## src/rtl/sar_compare_driver_pkg.sv

```systemverilog
// sar_compare_driver_pkg: shared state encoding and comparator verdict helpers.
package sar_pkg;
  typedef enum logic [1:0] {IDLE, PROBE, VERIFY, DONE} state_t;
  localparam logic [2:0] V_AISBIG = 3'b100;
  localparam logic [2:0] V_BISBIG = 3'b010;
  localparam logic [2:0] V_EQUAL  = 3'b001;
  function automatic logic is_onehot3(input logic [2:0] v);
    return (v == V_AISBIG) || (v == V_BISBIG) || (v == V_EQUAL);
  endfunction
endpackage

```

## src/rtl/sar_compare_driver_if.sv

```systemverilog
// sar_compare_driver_if: trial operand out to the comparator, verdict back.
interface sar_compare_driver_if #(parameter int N = 4);
  logic [N-1:0] trial;
  logic cmp_enable;
  logic cmp_aisbig;
  logic cmp_bisbig;
  logic cmp_equal;
  modport master(output trial, cmp_enable, input cmp_aisbig, cmp_bisbig, cmp_equal);
  modport slave(input trial, cmp_enable, output cmp_aisbig, cmp_bisbig, cmp_equal);
endinterface

```

## src/rtl/sar_compare_driver.sv

```systemverilog
// sar_compare_driver: MSB-first successive-approximation search through a magnitude comparator.
module sar_compare_driver
  import sar_pkg::*;
#(
  parameter int N = 4
) (
  input  logic                clk,
  input  logic                rst_n,
  input  logic                start,
  sar_compare_driver_if.master cmp,
  output logic                busy,
  output logic                done,
  output logic [N-1:0]        result,
  output logic                found,
  output logic                error
);
  localparam int IW = (N > 1) ? $clog2(N) : 1;
  state_t state, state_nx;
  logic [N-1:0] trial, trial_nx, result_nx;
  logic [IW-1:0] idx, idx_nx;
  logic found_nx, error_nx;
  logic [2:0] v;
  assign v = {cmp.cmp_aisbig, cmp.cmp_bisbig, cmp.cmp_equal};
  assign cmp.trial = trial;
  assign cmp.cmp_enable = (state == PROBE) || (state == VERIFY);
  assign busy = state != IDLE;
  assign done = state == DONE;
  always_ff @(posedge clk) begin
    if (!rst_n) begin
      state  <= IDLE;
      trial  <= '0;
      idx    <= '0;
      result <= '0;
      found  <= 1'b0;
      error  <= 1'b0;
    end else begin
      state  <= state_nx;
      trial  <= trial_nx;
      idx    <= idx_nx;
      result <= result_nx;
      found  <= found_nx;
      error  <= error_nx;
    end
  end
  always_comb begin
    state_nx  = state;
    trial_nx  = trial;
    idx_nx    = idx;
    result_nx = result;
    found_nx  = found;
    error_nx  = error;
    case (state)
      IDLE: if (start) begin
        trial_nx        = '0;
        trial_nx[N-1]   = 1'b1;
        idx_nx          = IW'(N - 1);
        result_nx       = '0;
        found_nx        = 1'b0;
        error_nx        = 1'b0;
        state_nx        = PROBE;
      end
      PROBE: if (!is_onehot3(v)) begin
        error_nx  = 1'b1;
        result_nx = trial;
        found_nx  = 1'b0;
        state_nx  = DONE;
      end else if (v == V_EQUAL) begin
        result_nx = trial;
        found_nx  = 1'b1;
        state_nx  = DONE;
      end else begin
        if (v == V_AISBIG) trial_nx[idx] = 1'b0;
        if (idx == '0) state_nx = VERIFY;
        else begin
          idx_nx = idx - 1'b1;
          trial_nx[idx - 1'b1] = 1'b1;
        end
      end
      VERIFY: begin
        result_nx = trial;
        found_nx  = cmp.cmp_equal;
        state_nx  = DONE;
      end
      default: state_nx = IDLE;
    endcase
  end
endmodule
```

## src/flat_wrapper.sv

```systemverilog
// flat-port wrapper written by rule: the top's interface ports become plain ports
module sar_compare_driver_flat import sar_pkg::*;
#(
  parameter int N = 4
)
  (clk, rst_n, start, busy, done, result, found, error, cmp_trial, cmp_cmp_enable, cmp_cmp_aisbig, cmp_cmp_bisbig, cmp_cmp_equal);
  sar_compare_driver_if #(.N(N)) cmp_i ();
  input  logic clk;
  input  logic rst_n;
  input  logic start;
  output logic busy;
  output logic done;
  output logic [N-1:0] result;
  output logic found;
  output logic error;
  output wire logic [$bits(cmp_i.trial)-1:0] cmp_trial;
  output wire logic [$bits(cmp_i.cmp_enable)-1:0] cmp_cmp_enable;
  input wire logic [$bits(cmp_i.cmp_aisbig)-1:0] cmp_cmp_aisbig;
  input wire logic [$bits(cmp_i.cmp_bisbig)-1:0] cmp_cmp_bisbig;
  input wire logic [$bits(cmp_i.cmp_equal)-1:0] cmp_cmp_equal;
  assign cmp_trial = cmp_i.trial;
  assign cmp_cmp_enable = cmp_i.cmp_enable;
  assign cmp_i.cmp_aisbig = cmp_cmp_aisbig;
  assign cmp_i.cmp_bisbig = cmp_cmp_bisbig;
  assign cmp_i.cmp_equal = cmp_cmp_equal;
  sar_compare_driver #(.N(N)) u_core (.clk(clk), .rst_n(rst_n), .start(start), .cmp(cmp_i), .busy(busy), .done(done), .result(result), .found(found), .error(error));
endmodule
```

## config.mk

```make
export PLATFORM = sky130hd
export DESIGN_NAME = sar_compare_driver_flat
export DESIGN_NICKNAME = d
export VERILOG_FILES = /design/src/rtl/sar_compare_driver_pkg.sv /design/src/rtl/sar_compare_driver_if.sv /design/src/rtl/sar_compare_driver.sv /design/src/flat_wrapper.sv
export SDC_FILE = /design/constraint.sdc
export NUM_CORES = 1
export LEC_CHECK = 0
export ABC_AREA = 1
export CORE_MARGIN = 8
export CORE_UTILIZATION = 49
export DETAILED_ROUTE_END_ITERATION = 10
export GPL_ROUTABILITY_DRIVEN = 0
export PLACE_DENSITY = 0.73
export SLEW_MARGIN = 20
export SYNTH_ARGS = -nofsm -noshare
export SYNTH_HDL_FRONTEND = slang
export SYNTH_SLANG_ARGS = --single-unit
export TNS_END_PERCENT = 10
```

## constraint.sdc

```tcl
create_clock -name clk -period 2.2 [get_ports clk]
set_clock_uncertainty 0.2 [all_clocks]
set_input_delay 0.22 -clock clk [delete_from_list [all_inputs] [get_ports clk]]
set_output_delay 0.22 -clock clk [all_outputs]
set_load 0.01 [all_outputs]
```

=== Word level (Yosys, flattened, before mapping) ===
Index checks and enable logic that the tools add are counted.

* Divide/modulo/power cells: 0
* Bitwise logic cells: 3
* Add/subtract/negate cells: 1
* Shift operators: 0
* $mul: 0
* $lt $le $gt $ge: 4
* Equality and inequality tests: 13
* Mux-type cells: 33
* Reductions and logical operators: 15

{| class="wikitable"
|+ Operators by type and width
! operator !! number
|-
| 2-to-1 mux 4 bit || 11
|-
| 2-to-1 mux 2 bit || 8
|-
| one-hot mux 4 bit (3 select lines) || 1
|-
| inequality test 2 bit (second input constant) || 5
|-
| one-hot mux 4 bit (2 select lines) || 1
|-
| < comparator 2 x 3 -> 1 bit (second input constant) || 2
|-
| 2-to-1 mux 1 bit || 6
|-
| one-hot mux 2 bit (3 select lines) || 1
|-
| AND reduction 3 bit || 2
|-
| AND reduction 5 bit || 1
|-
| AND 4 bit || 1
|-
| demux 1 bit (select 2 bit) || 2
|-
| equality test 2 bit (second input constant) || 2
|-
| greater-or-equal comparator 2 x 1 -> 1 bit (second input constant) || 2
|-
| logical NOT 2 bit || 2
|-
| inequality test 4 bit (second input constant) || 1
|-
| inverter 4 bit || 1
|-
| bitwise OR 4 bit || 1
|-
| one-hot mux 2 bit (2 select lines) || 1
|-
| AND reduction 4 bit || 1
|-
| nonzero test 2 bit || 2
|-
| equality test 3 x 1 -> 1 bit (second input constant) || 1
|-
| equality test 3 x 2 -> 1 bit (second input constant) || 1
|-
| equality test 3 bit (second input constant) || 1
|-
| other kinds (9) || 12
|}

* Input port bits: 6
* Word-level logic and storage cells: 75
* Bits in latches: 0
* Bits in writable memories: 0
* Memory bits (read-only): 0
* Output and inout bits: 13
* Memories: 0
* Bits in registers: 14

=== Depth between registers and ports, before layout ===
Gate-level depths: netlist (run 1).

* Word-level depth: 15
* Mapped depth: 9
* Gate-level depth less buffers: 9

=== Worst setup path before layout (run 1) ===
OpenSTA, ideal clock, no wires.

* Kind: register to register
* Start: reg u_core.state[0]
* End: reg u_core.result[0]
* Period minus slack after synthesis: 1.648 ns
* Stages on the path, launching flop included: 10
* Setup slack: 0.552 ns
* Data required time: 1.930 ns
* Buffers on the path: 0
* Arrival time: 1.378 ns
* Setup time: 0.070 ns
* Path through: dfxtp_1 -> inv_1 -> ha_1 -> inv_1 -> nor2_1 -> a21oi_1 -> nand2_2 -> nor2_4 -> nand2_1 -> a21oi_1

* Word-level cells in the longest chain between the ends: 3
* Elaborated cells between the ends (all ways): 8
* Those cells by class: 4 x eq/ne; 1 x mux; 3 x reduce/logical

{| class="wikitable"
|+ Ends and longest elaborated chain
! element !! line !! text
|-
| start: declaration || sar_compare_driver.sv:18 || <nowiki>state_t state, state_nx;</nowiki>
|-
| start signal: assignment || sar_compare_driver.sv:37 || <nowiki>state <= state_nx;</nowiki>
|-
| equality test 2 x 1 -> 1 bit, or another cell as far along || sar_compare_driver.sv:52 || <nowiki>case (state)</nowiki>
|-
| inequality test 3 bit (no line), or another cell as far along || -- ||
|-
| AND reduction 3 bit (no line) || -- ||
|-
| end signal: assignment || sar_compare_driver.sv:40 || <nowiki>result <= result_nx;</nowiki>
|-
| end: declaration || sar_compare_driver.sv:13 || <nowiki>output logic [N-1:0] result,</nowiki>
|}

Several ways; a longest one is shown, not always the timed one.
A chain may end at the register's enable or synchronous reset.

=== Worst setup path after layout (run 1) ===
* Start: reg u_core.state[1]
* End: out cmp_cmp_enable

* Word-level cells in the longest chain between the ends: 2
* Elaborated cells between the ends (all ways): 3
* Those cells by class: 2 x eq/ne; 1 x reduce/logical

{| class="wikitable"
|+ Ends and longest elaborated chain
! element !! line !! text
|-
| equality test 2 x 1 -> 1 bit / equality test 2 bit (equally long branches) || sar_compare_driver.sv:25 || <nowiki>assign cmp.cmp_enable = (state == PROBE) || (state == VERIFY);</nowiki>
|-
| logical OR 1 bit * || sar_compare_driver.sv:25 ||
|-
| end: declaration || flat_wrapper.sv:17 || <nowiki>output wire logic [$bits(cmp_i.cmp_enable)-1:0] cmp_cmp_enable;</nowiki>
|}

Mark *: on every way between the ends. The rest lies on a longest branch, timed or not.

==> results.json, run 1 <==
{
  "run_status": "completed",
  "power.density_cell_area_mw_per_mm2": 1250,
  "timing.critical_path.fanout_max": 5,
  "worstPathCellList": "inv_1, ha_1, clkdlybuf4s50_1",
  "placement.io_buffers": 18,
  "timing.critical_path.from_type": "register",
  "synth_top_area_share_pct": 31.6,
  "grt.overflow.total": 0,
  "fin_nets": 171,
  "tritoncts_num_sinks": 14,
  "worstHoldPathCells": 2,
  "netlist_area_sq_um": 886,
  "p_leak_nw": 0.514,
  "yosys.cell_count.top_type": "nand2_1",
  "floorplan.die.height_um": 58.5,
  "hold_path_class": "register to register",
  "clock_latency_ns": 0.27,
  "synthTopCellsByArea": "dfxtp_1 32%, nand2_1 19%, ha_1 13%",
  "antenna_violations_before_repair": 0,
  "timing_worst_setup_path_type": "register to primary output",
  "worst_path_dominant_cell_family": "buffers and inverters",
  "clock.fmax_ghz": 0.484,
  "max-slew-margin-rel_pct": 75.9,
  "post_synth_num_cell_types": 19,
  "syn_inst": 134,
  "synth_area_leader_cell": "dfxtp_1",
  "layout-drive-gt1-share_pct": 9.03,
  "first_global_vias": 808,
  "grt_first_pass_wirelength_mm": 3.51,
  "die_area_sq_mm": 0.00342,
  "placeableCoreArea_sq_mm": 0.00171,
  "critical_path_buf_inv_count": 2,
  "max_stage_delay_ns": 0.55,
  "initial_core_util_pct": 51.9,
  "dp_hpwl_mm": 1.65,
  "sequential_share_of_the_synthesized_area_pct": 31.6,
  "timing.final.max_slew_violations": 0,
  "timing.hold.ws_ns": 0.266,
  "via_per_inst": 4.87,
  "setup-tns-final_ns": 0,
  "arrival_ns": 1.65,
  "cts_resized": 0,
  "tritoncts": "yes",
  "dr_total_vias": 877,
  "post-place-cells": 176,
  "synth_enable_flop_cells": 0,
  "number_of_register_bits_inferred_by_synthesis": 14,
  "grt_setup_unrepaired": "no",
  "cts-root-buf": "clkbuf_4",
  "clk_pin_slew_worst_paths_ns": 0.09,
  "num_io_pins": 19,
  "antenna_violation_net_count_after_detailed_routing": 0,
  "all_layer_global_routing_usage_pct": 12.6,
  "drc": 0,
  "fp-row-count": 15,
  "drt_first_pass_iters": 4,
  "rr_worst_depth": 8,
  "postSynth.asyncResetShare_pct": 0,
  "post_synth_net_total": 149,
  "timing_worst_slew_pin_value_ns": 0.361,
  "final.min_clock_period_ns": 2.07,
  "cts_hold_buffers": 0,
  "fp.dieW_um": 58.5,
  "wirelength_mm": 2.02,
  "instances_no_fill": 180,
  "clk_path_buf_depth": 2,
  "worst_ep_required_time_ns": 1.78,
  "n_antenna_cell": 0,
  "crit_path_top_delay_cell": "clkdlybuf4s50_1",
  "pin_count_of_the_biggest_net_entering_global_routing": 12,
  "initialDrtViolationCount": 28,
  "ir_worst_vdd_v": 0.00101,
  "syn_to_final_growth_pct": 27.8,
  "routed_len_inst_um": 11.2,
  "final_hold_viol_count": 0,
  "h_tree_lvls": 1,
  "netlist_top_cells_count": "45 x nand2_1, 14 x dfxtp_1, 14 x inv_1",
  "crit_cells": 3,
  "final.period_utilization_pct": 94.0,
  "nature_of_the_critical_path_endpoint": "primary output",
  "numCtsBuffers": 3,
  "drv_cap": 0,
  "post_cts.repair.setup_buffers": 0,
  "post_synth.cell_area_avg_sq_um": 6.61,
  "synthesis.yosys.warnings": 0,
  "setup-violations-final": 0,
  "dominantRegCellSynth": "dfxtp_1"
}
## flip-flops by register name, indices dropped and copies added, names as in the netlist
signal / count
u_core.state: 2
u_core.cmp.trial: 4
u_core.idx: 2
u_core.found: 1
u_core.result: 4
u_core.error: 1
## tightest hold or removal path, stage by stage, from the launching register on
cell and delay, ns:
dfxtp_1 0.32, nand2_1 0.06, a21oi_1 0.05
## per-layer routing
metal | wire (um) | vias to the layer above | track usage, %
met3 | 97 | 0 | 3.04
met2 | 945 | 23 | 20.3
met5 | 0 | - | 0
met4 | 0 | 0 | 2.80
li1 | - | 465 | -
met1 | 977 | 389 | 16.4
## cells in the final DEF, fill, tap and decap left out, drive strengths merged
master          n
a21oi          14
nand2          47
nor3            1
ha              9
o21a            1
o21ai           2
clkbuf          4
nand4           3
dfxtp          14
clkdlybuf4s50  18
inv            16
buf             1
nor2           14
nand3          11
## area by class of cell
cell class | instances | area [sq um]
Clock buffer | 4 | 36.3
Sequential cell | 14 | 280
Inverter | 16 | 60.1
Tap cell | 25 | 31.3
Timing Repair Buffer | 19 | 188
Fill cell | 159 | 576
Multi-Input combinational cell | 102 | 537
## kinds of logic after synthesis
group	count (synthesis)	synth area share (%)
and+or+nand+nor	76	37.6
buffers and inverters	18	7.77
AOI/OAI and AO/OA	17	10.3
DFF	14	31.6
adders and majority gates	9	12.7
## power breakdown
group | switching [mW] | internal (mW)
registers | 0.0600 | 0.311
logic | 0.520 | 0.340
clock network | 0.0847 | 0.100
## path summary, 6_finish.rpt
path | startpoint | end | slack (ns)
max | u_core.state[1]$_SDFFE_PN0P_ | cmp_cmp_enable | 0.13
min | u_core.error$_SDFFE_PN0P_ | u_core.error$_SDFFE_PN0P_ | 0.27
max reg2reg | u_core.state[1]$_SDFFE_PN0P_ | u_core.result[0]$_SDFFE_PN0P_ | 0.33
min reg2reg | u_core.error$_SDFFE_PN0P_ | u_core.error$_SDFFE_PN0P_ | 0.27
## through the flow
stage	total power, mW	area, sq um	utilization (%)	setup WS, ns
final	1.42	1130	66.3	0.132
after floorplan	0.970	886	-	0.552
after CTS	1.43	1130	66.3	0.118
after detailed placement	1.24	1100	64.2	0.372
after global routing	1.55	1130	66.3	0.0388
after global placement	1.22	1100	64.2	0.411
No activity file was read; power rests on OpenSTA's default activity.
==> inputs of run 2 (changes only) <==
--- a/config.mk
+++ b/config.mk
@@ -7,10 +7,12 @@
 export LEC_CHECK = 0
 export ABC_AREA = 1
 export CORE_MARGIN = 8
-export CORE_UTILIZATION = 49
+export CORE_UTILIZATION = 51
+export CTS_BUF_LIST = sky130_fd_sc_hd__clkbuf_8
+export CTS_CLUSTER_SIZE = 20
 export DETAILED_ROUTE_END_ITERATION = 10
 export GPL_ROUTABILITY_DRIVEN = 0
-export PLACE_DENSITY = 0.73
+export PLACE_DENSITY = 0.76
 export SLEW_MARGIN = 20
 export SYNTH_ARGS = -nofsm -noshare
 export SYNTH_HDL_FRONTEND = slang
==> results.json, run 2 (synthesized netlist as in run 1, its figures left out) <==
{
  "run_status": "completed",
  "pre_cts_worst_setup_slack_ns": 0.393,
  "floorplan.die.height_um": 57.7,
  "critical_path_buf_inv_count": 2,
  "placeableCoreArea_sq_mm": 0.00167,
  "placement.io_buffers": 18,
  "p_leak_nw": 0.522,
  "die_area_sq_mm": 0.00333,
  "drv_cap": 0,
  "grt.overflow.total": 0,
  "fin_nets": 171,
  "rr_worst_depth": 9,
  "timing.critical_path.from_type": "register",
  "internal_power_uw": 808,
  "antenna_violation_net_count_after_detailed_routing": 0,
  "max-slew-margin-rel_pct": 78.6,
  "setup-violations-final": 0,
  "worst_ep_required_time_ns": 1.78,
  "power.share.sequential_pct": 25.0,
  "nature_of_the_critical_path_endpoint": "primary output",
  "wirelength_mm": 2.08,
  "final_hold_viol_count": 0,
  "numCtsBuffers": 3,
  "num_io_pins": 19,
  "worstPathCellList": "inv_1, ha_1, clkdlybuf4s50_1",
  "timing.critical_path.fanout_max": 5,
  "clkPwrFrac_pct": 17.1,
  "p_comb_share_pct": 58.0,
  "regs_by_ff_count": "u_core.cmp.trial: 4 flops, u_core.result: 4 flops",
  "max_stage_delay_ns": 0.55,
  "tritoncts": "yes",
  "timing.final.max_slew_violations": 0,
  "antenna_violations_before_repair": 0,
  "setup-tns-final_ns": 0,
  "arrival_ns": 1.61,
  "tritoncts_num_sinks": 14,
  "holdPathEnd": "u_core.result[3]$_SDFFE_PN0P_",
  "dp_hpwl_mm": 1.63,
  "drt_first_pass_iters": 4,
  "hold_path_class": "register to register",
  "via_per_inst": 5.22,
  "timing_worst_setup_path_type": "register to primary output",
  "ir_worst_vdd_v": 0.000758,
  "grt_first_pass_wirelength_mm": 3.49,
  "clk_pin_slew_worst_paths_ns": 0.06,
  "postLayoutSetupSlackWorst_ns": 0.170,
  "initial_core_util_pct": 53.0,
  "syn_to_final_growth_pct": 28.8,
  "fp-row-count": 15,
  "initialDrtViolationCount": 13,
  "reg2reg_slack_ns": 0.36,
  "final.period_utilization_pct": 92.3,
  "clock_latency_ns": 0.25,
  "layout.cells.most_common": "nand2_1",
  "net_switching_power_figure_uw": 683,
  "first_global_vias": 828,
  "dr_total_vias": 898,
  "fp.dieW_um": 57.7,
  "cts_hold_buffers": 0,
  "worstHoldPathCells": 2,
  "swShare_pct": 45.8,
  "layout-drive-gt1-share_pct": 9.03,
  "all_layer_global_routing_usage_pct": 12.7,
  "worst_path_dominant_cell_family": "buffers and inverters",
  "drc": 0,
  "routed_len_inst_um": 12.1,
  "layout.cells.most_common_list": "45 x nand2_1, 18 x clkdlybuf4s50_1, 14 x inv_1, 14 x dfxtp_1, 13 x a21oi_1",
  "rr_endpoint": "u_core.result[0]$_SDFFE_PN0P_",
  "clk_path_buf_depth": 2,
  "clock.fmax_ghz": 0.493,
  "pin_count_of_the_biggest_net_entering_global_routing": 12,
  "post_cts.repair.setup_buffers": 0,
  "h_tree_lvls": 1,
  "r2r_start": "u_core.state[0]$_SDFFE_PN0P_",
  "cts_resized": 0,
  "n_antenna_cell": 0,
  "timing_worst_slew_pin_value_ns": 0.321,
  "cts-root-buf": "clkbuf_8",
  "beginning_of_the_worst_hold_path": "u_core.result[3]$_SDFFE_PN0P_",
  "grt_setup_unrepaired": "no",
  "power.density_cell_area_mw_per_mm2": 1310,
  "final.min_clock_period_ns": 2.03,
  "crit_path_top_delay_cell": "clkdlybuf4s50_1"
}
-- run 2: cell counts in the layout (fill, tap and decap cells not counted) --
No cell type changed its count.
-- run 2: worst reg2reg max path: stages (launching register included) --
cell and delay (ns):
dfxtp_1 0.39, inv_1 0.10, ha_1 0.25, inv_1 0.09
nor2_1 0.08, a21oi_1 0.18, nand2_2 0.15, nor2_4 0.15
nand2_1 0.07, a21oi_1 0.13
-- run 2: area by class of cell --
cell class,instances,area (sq um)
clock buffer,4,55.1
fill,155,529
inverter,16,60.1
multi-input combinational,102,537
sequential,14,280
tap,17,21.3
timing repair buffer,19,188
-- run 2: power groups by stage --
stage | Clock (mW) | Combinational (mW) | Sequential [mW]
2_1_floorplan | 0 | 0.596 | 0.373
3_3_place_gp | 0 | 0.838 | 0.375
3_5_place_dp | 0 | 0.855 | 0.378
4_1_cts | 0.254 | 0.864 | 0.373
5_1_grt | 0.265 | 0.959 | 0.382
6_report | 0.255 | 0.865 | 0.372
-- run 2: metal layers --
layer	vias to the layer above	GRT usage, %	share of wire (%)
met5	-	0	0
met4	0	3.15	0.58
met3	5	2.43	2.9
met2	13	22.0	49
met1	417	15.6	48
li1	463	-	-
-- run 2: through the flow --
| step | std cells | utilization, % | area (sq um) | power [mW] | hold slack (ns) |
|---|---|---|---|---|---|
| finish | 172 | 68.3 | 1140 | 1.49 | 0.269 |
| global route | 172 | 68.3 | 1140 | 1.61 | 0.298 |
| CTS | 172 | 68.3 | 1140 | 1.49 | 0.270 |
| detailed placement | 168 | 65.0 | 1090 | 1.23 | 0.261 |
| global placement | 168 | 65.0 | 1090 | 1.21 | 0.253 |
| floorplan | 134 | - | 886 | 0.970 | 0.140 |
-- run 2: worst max-delay path by stage --
stage	startpoint	to	slack (ns)	cells after the start
after floorplan	u_core.state[0]$_SDFFE_PN0P_	u_core.result[0]$_SDFFE_PN0P_	0.55	9
after global placement	u_core.state[0]$_SDFFE_PN0P_	u_core.result[2]$_SDFFE_PN0P_	0.44	9
after detailed placement	u_core.state[0]$_SDFFE_PN0P_	u_core.result[0]$_SDFFE_PN0P_	0.39	9
after CTS	u_core.state[1]$_SDFFE_PN0P_	cmp_cmp_enable	0.17	3
after global routing	u_core.state[0]$_SDFFE_PN0P_	cmp_cmp_enable	0.09	3
final	u_core.state[1]$_SDFFE_PN0P_	cmp_cmp_enable	0.17	3
==> inputs of run 3 (changes only) <==
--- a/config.mk
+++ b/config.mk
@@ -13,6 +13,7 @@
 export DETAILED_ROUTE_END_ITERATION = 10
 export GPL_ROUTABILITY_DRIVEN = 0
 export PLACE_DENSITY = 0.76
+export SKIP_CTS_REPAIR_TIMING = 1
 export SLEW_MARGIN = 20
 export SYNTH_ARGS = -nofsm -noshare
 export SYNTH_HDL_FRONTEND = slang
==> results of run 3 <==
Final layout, timing and power as in run 2 (identical DEF).
